$ cat config.mk
export PLATFORM = sky130hd
export DESIGN_NAME = audio_stream
export DESIGN_NICKNAME = d
export VERILOG_FILES = /design/src/rtl/audio_stream_pkg.sv /design/src/rtl/pdm_dac_n.sv /design/src/rtl/audio_stream.sv
export SDC_FILE = /design/constraint.sdc
export NUM_CORES = 1
export LEC_CHECK = 0
export ABC_AREA = 0
export BUFFER_PORTS_ARGS = -buffer_cell sky130_fd_sc_hd__buf_2
export CAP_MARGIN = 20
export CORE_UTILIZATION = 57
export CTS_CLUSTER_SIZE = 28
export DETAILED_ROUTE_END_ITERATION = 6
export PLACE_DENSITY = 0.75
export SLEW_MARGIN = 20
export SYNTH_ARGS = -nofsm -noshare
export SYNTH_HDL_FRONTEND = slang
export SYNTH_SLANG_ARGS = --single-unit
$ cat constraint.sdc
create_clock -name clk -period 5 [get_ports clk]
set_input_delay 1 -clock clk [delete_from_list [all_inputs] [get_ports clk]]
set_output_delay 1 -clock clk [all_outputs]
set_load 0.005 [all_outputs]
$ cat src/rtl/audio_stream_pkg.sv
// Shared register map, bit positions and sizing helpers for the buffered PDM audio peripheral.
package audio_stream_pkg;

    localparam logic [7:0] REG_CTRL   = 8'h00;
    localparam logic [7:0] REG_DIV    = 8'h04;
    localparam logic [7:0] REG_STATUS = 8'h08;
    localparam logic [7:0] REG_DATA   = 8'h0C;

    localparam int unsigned CTRL_EN     = 0;
    localparam int unsigned CTRL_IRQ_EN = 1;
    localparam int unsigned CTRL_FLUSH  = 2;

    localparam int unsigned LEVEL_W        = 9;
    localparam int unsigned STAT_FULL      = 9;
    localparam int unsigned STAT_EMPTY     = 10;
    localparam int unsigned STAT_UNDERFLOW = 11;
    localparam int unsigned STAT_OVERFLOW  = 12;

    function automatic int unsigned frame_width(input int unsigned channels,
                                                input int unsigned sample_width);
        return channels * sample_width;
    endfunction

endpackage

$ cat src/rtl/pdm_dac_n.sv
// First-order sigma-delta modulator for one channel; the carry out of the accumulator is the bit.
module pdm_dac_n #(
    parameter int unsigned SAMPLE_WIDTH = 12
) (
    input  logic                    clk,
    input  logic                    resetn,
    input  logic                    en,
    input  logic [SAMPLE_WIDTH-1:0] sample,
    output logic                    pdm_out
);

    logic [SAMPLE_WIDTH:0] acc_q, acc_d;

    // Disabled channels sit at zero so the pin stays quiet until playback starts.
    always_comb begin
        acc_d = '0;
        if (en) begin
            acc_d = {1'b0, acc_q[SAMPLE_WIDTH-1:0]} + {1'b0, sample};
        end
    end

    always_ff @(posedge clk) begin
        if (!resetn) begin
            acc_q <= '0;
        end else begin
            acc_q <= acc_d;
        end
    end

    assign pdm_out = acc_q[SAMPLE_WIDTH];

endmodule

$ cat src/rtl/audio_stream.sv
// Buffered multi-channel PDM audio peripheral on the iomem bus: frame FIFO, sample timer, flags.
module audio_stream
    import audio_stream_pkg::*;
#(
    parameter int unsigned CHANNELS     = 2,
    parameter int unsigned SAMPLE_WIDTH = 12,
    parameter int unsigned FIFO_DEPTH   = 16,
    parameter int unsigned DIV_WIDTH    = 16,
    parameter logic [7:0]  BASE_HI      = 8'h04
) (
    input  logic                clk,
    input  logic                resetn,
    input  logic                iomem_valid,
    output logic                iomem_ready,
    input  logic [3:0]          iomem_wstrb,
    input  logic [31:0]         iomem_addr,
    input  logic [31:0]         iomem_wdata,
    output logic [31:0]         iomem_rdata,
    output logic                irq,
    output logic [CHANNELS-1:0] pdm_out
);

    localparam int unsigned AW = $clog2(FIFO_DEPTH);
    localparam int unsigned PW = AW + 1;
    localparam int unsigned FW = frame_width(CHANNELS, SAMPLE_WIDTH);
    localparam logic [PW-1:0] FULL_LVL = PW'(FIFO_DEPTH);
    localparam logic [PW-1:0] HALF_LVL = PW'(FIFO_DEPTH / 2);
    localparam logic [SAMPLE_WIDTH-1:0] MIDSCALE = {1'b1, {(SAMPLE_WIDTH-1){1'b0}}};

    logic                    ready_q;
    logic [31:0]             rdata_q, rdata_d;
    logic                    en_q, irq_en_q;
    logic [DIV_WIDTH-1:0]    div_q, cnt_q, cnt_d;
    logic [PW-1:0]           wr_ptr_q, wr_ptr_d, rd_ptr_q, rd_ptr_d;
    logic [PW-1:0]           lvl_q, lvl_d;
    logic                    udf_q, udf_d, ovf_q, ovf_d;
    logic [SAMPLE_WIDTH-1:0] hold_q [CHANNELS];
    logic [FW-1:0]           mem [FIFO_DEPTH];
    logic [FW-1:0]           frame;

    logic       sel, wr, rd, wr_ctrl, wr_div, wr_status, wr_data, flush;
    logic       full, empty, tick, push, pop;
    logic [7:0] off;
    logic       unused_bits;

    assign off       = iomem_addr[7:0];
    assign sel       = iomem_valid && !ready_q && (iomem_addr[31:24] == BASE_HI);
    assign wr        = sel && (|iomem_wstrb);
    assign rd        = sel && !(|iomem_wstrb);
    assign wr_ctrl   = wr && (off == REG_CTRL);
    assign wr_div    = wr && (off == REG_DIV);
    assign wr_status = wr && (off == REG_STATUS);
    assign wr_data   = wr && (off == REG_DATA);
    assign flush     = wr_ctrl && iomem_wdata[CTRL_FLUSH];
    assign unused_bits = ^{iomem_addr[23:8], iomem_wdata};

    assign lvl_q = wr_ptr_q - rd_ptr_q;
    assign full  = (lvl_q == FULL_LVL);
    assign empty = (lvl_q == '0);
    assign tick  = en_q && (cnt_q == '0);
    // Fullness is judged before any pop on the same edge, so a full FIFO drops the frame.
    assign push  = wr_data && !full;
    assign pop   = tick && !empty && !flush;

    always_comb begin
        frame = '0;
        for (int c = 0; c < CHANNELS; c++) begin
            frame[c*SAMPLE_WIDTH +: SAMPLE_WIDTH] = iomem_wdata[16*c +: SAMPLE_WIDTH];
        end
    end

    always_comb begin
        cnt_d = cnt_q - DIV_WIDTH'(1);
        if (!en_q || cnt_q == '0) begin
            cnt_d = div_q;
        end

        wr_ptr_d = wr_ptr_q;
        rd_ptr_d = rd_ptr_q;
        if (flush) begin
            wr_ptr_d = '0;
            rd_ptr_d = '0;
        end else begin
            if (push) wr_ptr_d = wr_ptr_q + PW'(1);
            if (pop)  rd_ptr_d = rd_ptr_q + PW'(1);
        end
        lvl_d = wr_ptr_d - rd_ptr_d;

        // Clear-on-write first, so an event on the same edge still leaves the flag set.
        udf_d = udf_q;
        ovf_d = ovf_q;
        if (wr_status && iomem_wdata[STAT_UNDERFLOW]) udf_d = 1'b0;
        if (wr_status && iomem_wdata[STAT_OVERFLOW])  ovf_d = 1'b0;
        if (tick && empty)   udf_d = 1'b1;
        if (wr_data && full) ovf_d = 1'b1;

        rdata_d = '0;
        if (rd) begin
            case (off)
                REG_CTRL: begin
                    rdata_d[CTRL_EN]     = en_q;
                    rdata_d[CTRL_IRQ_EN] = irq_en_q;
                end
                REG_DIV:  rdata_d[DIV_WIDTH-1:0] = div_q;
                REG_STATUS: begin
                    rdata_d[LEVEL_W-1:0]    = LEVEL_W'(lvl_d);
                    rdata_d[STAT_FULL]      = (lvl_d == FULL_LVL);
                    rdata_d[STAT_EMPTY]     = (lvl_d == '0);
                    rdata_d[STAT_UNDERFLOW] = udf_d;
                    rdata_d[STAT_OVERFLOW]  = ovf_d;
                end
                default: ;
            endcase
        end
    end

    always_ff @(posedge clk) begin
        if (!resetn) begin
            ready_q  <= 1'b0;
            rdata_q  <= '0;
            en_q     <= 1'b0;
            irq_en_q <= 1'b0;
            div_q    <= '0;
            cnt_q    <= '0;
            wr_ptr_q <= '0;
            rd_ptr_q <= '0;
            udf_q    <= 1'b0;
            ovf_q    <= 1'b0;
            for (int c = 0; c < CHANNELS; c++) hold_q[c] <= MIDSCALE;
        end else begin
            ready_q  <= sel;
            rdata_q  <= rdata_d;
            cnt_q    <= cnt_d;
            wr_ptr_q <= wr_ptr_d;
            rd_ptr_q <= rd_ptr_d;
            udf_q    <= udf_d;
            ovf_q    <= ovf_d;
            if (wr_ctrl) begin
                en_q     <= iomem_wdata[CTRL_EN];
                irq_en_q <= iomem_wdata[CTRL_IRQ_EN];
            end
            if (wr_div) div_q <= iomem_wdata[DIV_WIDTH-1:0];
            if (pop) begin
                for (int c = 0; c < CHANNELS; c++) begin
                    hold_q[c] <= mem[rd_ptr_q[AW-1:0]][c*SAMPLE_WIDTH +: SAMPLE_WIDTH];
                end
            end
        end
    end

    always_ff @(posedge clk) begin
        if (push) mem[wr_ptr_q[AW-1:0]] <= frame;
    end

    assign iomem_ready = ready_q;
    assign iomem_rdata = rdata_q;
    assign irq = irq_en_q & en_q & ((lvl_q < HALF_LVL) | udf_q);

    for (genvar c = 0; c < CHANNELS; c++) begin : g_dac
        pdm_dac_n #(
            .SAMPLE_WIDTH(SAMPLE_WIDTH)
        ) u_dac (
            .clk    (clk),
            .resetn (resetn),
            .en     (en_q),
            .sample (hold_q[c]),
            .pdm_out(pdm_out[c])
        );
    end

endmodule

==> key figures <==
Run status
  – Status: finished, final reports clean

Yosys
  – Post-Syn Area per Cell: 17.49 µm²
  – Seq/Total Area, Yosys: between 60% and 70%
  – Asr flop ratio synth: 0%
  – Mapped cell area: 0.02031 mm²
  – Top post-synthesis cells by area: edfxtp_1, mux4_2, dfxtp_1
  – Main synth FF type: edfxtp_1
  – Most common cell in the synthesized netlist: edfxtp_1
  – Commonest cells post-synth: edfxtp_1, mux4_2, dfxtp_1
  – Mapped Cells: 1161
  – Yosys top cell by area: edfxtp_1
  – Syn. warnings: 0
  – Area share of the largest cell type after synthesis: 60.33%
  – Yosys cell types: 63
  – EDFF count, synth: roughly 400
  – Register bit total from synthesis: 497

Clock network
  – Clock Latency Late Sink: between 500 and 600 ps
  – Maximum clock path buffer count: 3
  – Hold-fix buffers, CTS: 0
  – CTS buffer count: 50
  – Clock slew at reported path FFs: 60 ps
  – # clock sinks: between 400 and 500
  – Cts repair resizes: 0
  – Clock tree from TritonCTS: yes
  – CTS HTree Levels: 2
  – # Post-CTS Setup Buffers: 0
  – Root buf cell: clkbuf_16

Worst setup path
  – Worst reg-to-reg path cell count: 16
  – Reg2reg setup slack: approximately 900 ps
  – Startpoint types: register
  – Max FO, Critical Path: 8
  – Crit-path max cell delay: 570 ps
  – Crit. Startpoint: wr_ptr_q[3]
  – Worst r2r src: wr_ptr_q[3]
  – Worst Path Arrival: between 4000 and 5000 ps
  – CP required: 5480 ps
  – Worst R2R End: iomem_rdata[9]
  – Crit end category: register
  – Worst setup endpoint: iomem_rdata[9]
  – Cell chain of the critical path: ha_1 > xor2_1 > or4_2 > a2bb2oi_1 > and2_1 > nor3_1 > buf_4 > mux2i_1 > nor2_1 > ha_1 > a21o_1 > a21oi_1 > xnor2_1 > nor4b_1 > nand2_1 > o21ai_0
  – Setup CP Type: reg2reg
  – Most common cell on crit path: ha_1
  – Crit-path slowest cell: or4_2

STA
  – Hold Worst Slack: 476.1 ps
  – Fin. Hold Viols: 0
  – Setup Skew: 23.12 ps
  – Worst-Margin Slew: 968.0 ps
  – Max Freq: 243.8 MHz
  – Final period utilization: ~82%
  – RSZ-0062 raised after global routing: false
  – Setup TNS: 0 ps
  – Setup WS post-layout: about 900 ps
  – Max-slew headroom: 35.31%
  – Slew Limit Fails: 0
  – Min cycle time layout: about 4100 ps
  – Final setup fails: 0

Die
  – Die H: 190.8 µm
  – Die X: 190.8 µm
  – Row cnt: 68
  – Core Region: 0.03480 mm²
  – I/O Pins: approximately 110
  – Die footprint: 0.03639 mm²
  – Initial Util: 58.36%

Power
  – Pwr/cell area: 363.8 mW/mm²
  – Leakage: around 7.9 nW
  – Maximum VDD drop: 0.3825 mV

Global route
  – Largest net degree at the start of global routing: 100
  – Grt peak-use layer: met2
  – Initial antenna violation count: 3
  – Vias in the first global route: 10380
  – Met3 Track Usage GR: 3.901%
  – Total congestion overflow: 0
  – First-pass GRT wire length: ~64000 µm
  – Met2 global-route usage: 39.69%
  – GR Util met1: 34.13%
  – Gr usage total: 24.23%

Final layout
  – Area grow syn2layout: 12.41%
  – Final core utilization: 65.60%
  – Diode count: 0
  – Final net count: 1372
  – Filler cells: 2346
  – Sequential Area: ~0.014 mm²
  – Layout cells sized above 1: a little under a quarter
  – Area of the multi-input gates: 0.005916 mm²

Detailed routing
  – TritonRoute pass-1 iters: 5
  – # DRC: 0
  – DR vias: 10500
  – Total wire length: 42620 µm
  – Vias per cell: 5.987
  – DR iter-0 viols: between 800 and 900
  – Antenna viol nets, final: 0
  – WL per Instance: 24.31 µm

Placement
  – IO Port Bufs: 70
  – Post-place setup slack: 694.0 ps
  – Routability cong.: a little over 0.8
  – Hpwl dp: between 20000 and 25000 µm

Min path
  – Worst hold stages: 2
  – Hold Crit Class: reg2reg

Flow run
  – MaxCap Viol Count: 0
-- worst min path at each step --
| stage | startpoint | end | slack (ps) |
|---|---|---|---|
| floorplan | div_q[9] | iomem_rdata[9] | 450 |
| global placement | div_q[13] | div_q[13] | 460 |
| detailed placement | div_q[7] | div_q[7] | 470 |
| CTS | div_q[7] | div_q[7] | 480 |
| global route | div_q[8] | div_q[8] | 510 |
| finish | div_q[7] | div_q[7] | 480 |
-- cells by family (layout without fill, tap and decap cells) --
group	Yosys count	in the layout	synth area share, %
XOR/XNOR	43	43	1.928
AND/OR/NAND/NOR	251	251	6.481
flip-flops	497	497	69.10
other	1	16	0.01847
buffers and inverters	90	212	2.113
adder cells (fa/ha/maj)	42	42	2.699
multiplexers	126	126	13.60
AO/OA/AOI/OAI	111	111	4.054
-- final cells by class --
class / instances / area share (%)
flip-flops and latches: 497 / 61.51
multi-input cells: 589 / 25.91
clock buffers: 66 / 5.744
repair buffers: 97 / 2.532
well taps: 455 / 2.494
clock inverters: 25 / 1.414
inverters: 24 / 0.3946
-- placed cells by master (no fill, tap or decap), types with 18 or more instances in the layout --
cell and instances:
mux4_2 120, buf_4 25, buf_2 70, clkbuf_16 50, nor2b_1 34, xnor2_1 24
dfxtp_1 87, nor2_1 48, xor2_1 18, nand2_1 71, and2_1 23, edfxtp_1 408
inv_1 23, ha_1 39
-- critical path, delay by kind of cell (launching register included) --
kind / cells / cell delay [ps]
AND/OR/NAND/NOR: 6 / 1510
XOR/XNOR: 2 / 300
buffers and inverters: 1 / 160
AO/OA/AOI/OAI: 4 / 710
flip-flops: 1 / 500
adder cells (fa/ha/maj): 2 / 630
multiplexers: 1 / 220
-- flip-flops by register name, summed over array words and instances, names as in the netlist --
name and flops:
cnt_q 16, div_q 16, en_q 1, g_dac.u_dac.acc_q 26
hold_q 24, iomem_rdata 16, iomem_ready 1, irq_en_q 1
mem 384, ovf_q 1, rd_ptr_q 5, udf_q 1
wr_ptr_q 5
-- stage by stage --
step,cell area (µm²),cells,total power (W)
2_1_floorplan,20360,1176,0.004607
3_3_place_gp,21190,1662,0.004660
3_5_place_dp,21190,1662,0.004665
4_1_cts,22820,1753,0.008355
5_1_grt,22830,1753,0.008523
6_report,22830,1753,0.008304
-- where the power goes --
group | internal [W] | switching (W)
clock network | 0.00221 | 0.00152
registers | 0.00447 | 0.00000234
logic | 0.0000269 | 0.0000740
total | 0.00671 | 0.00159
-- routing by layer --
layer	part of all wire [%]	wire length, µm
met1	41	17330
met4	1.7	737
met2	50	21220
met5	0.047	20
met3	7.8	3316
Power figures use the tool's default switching activity.
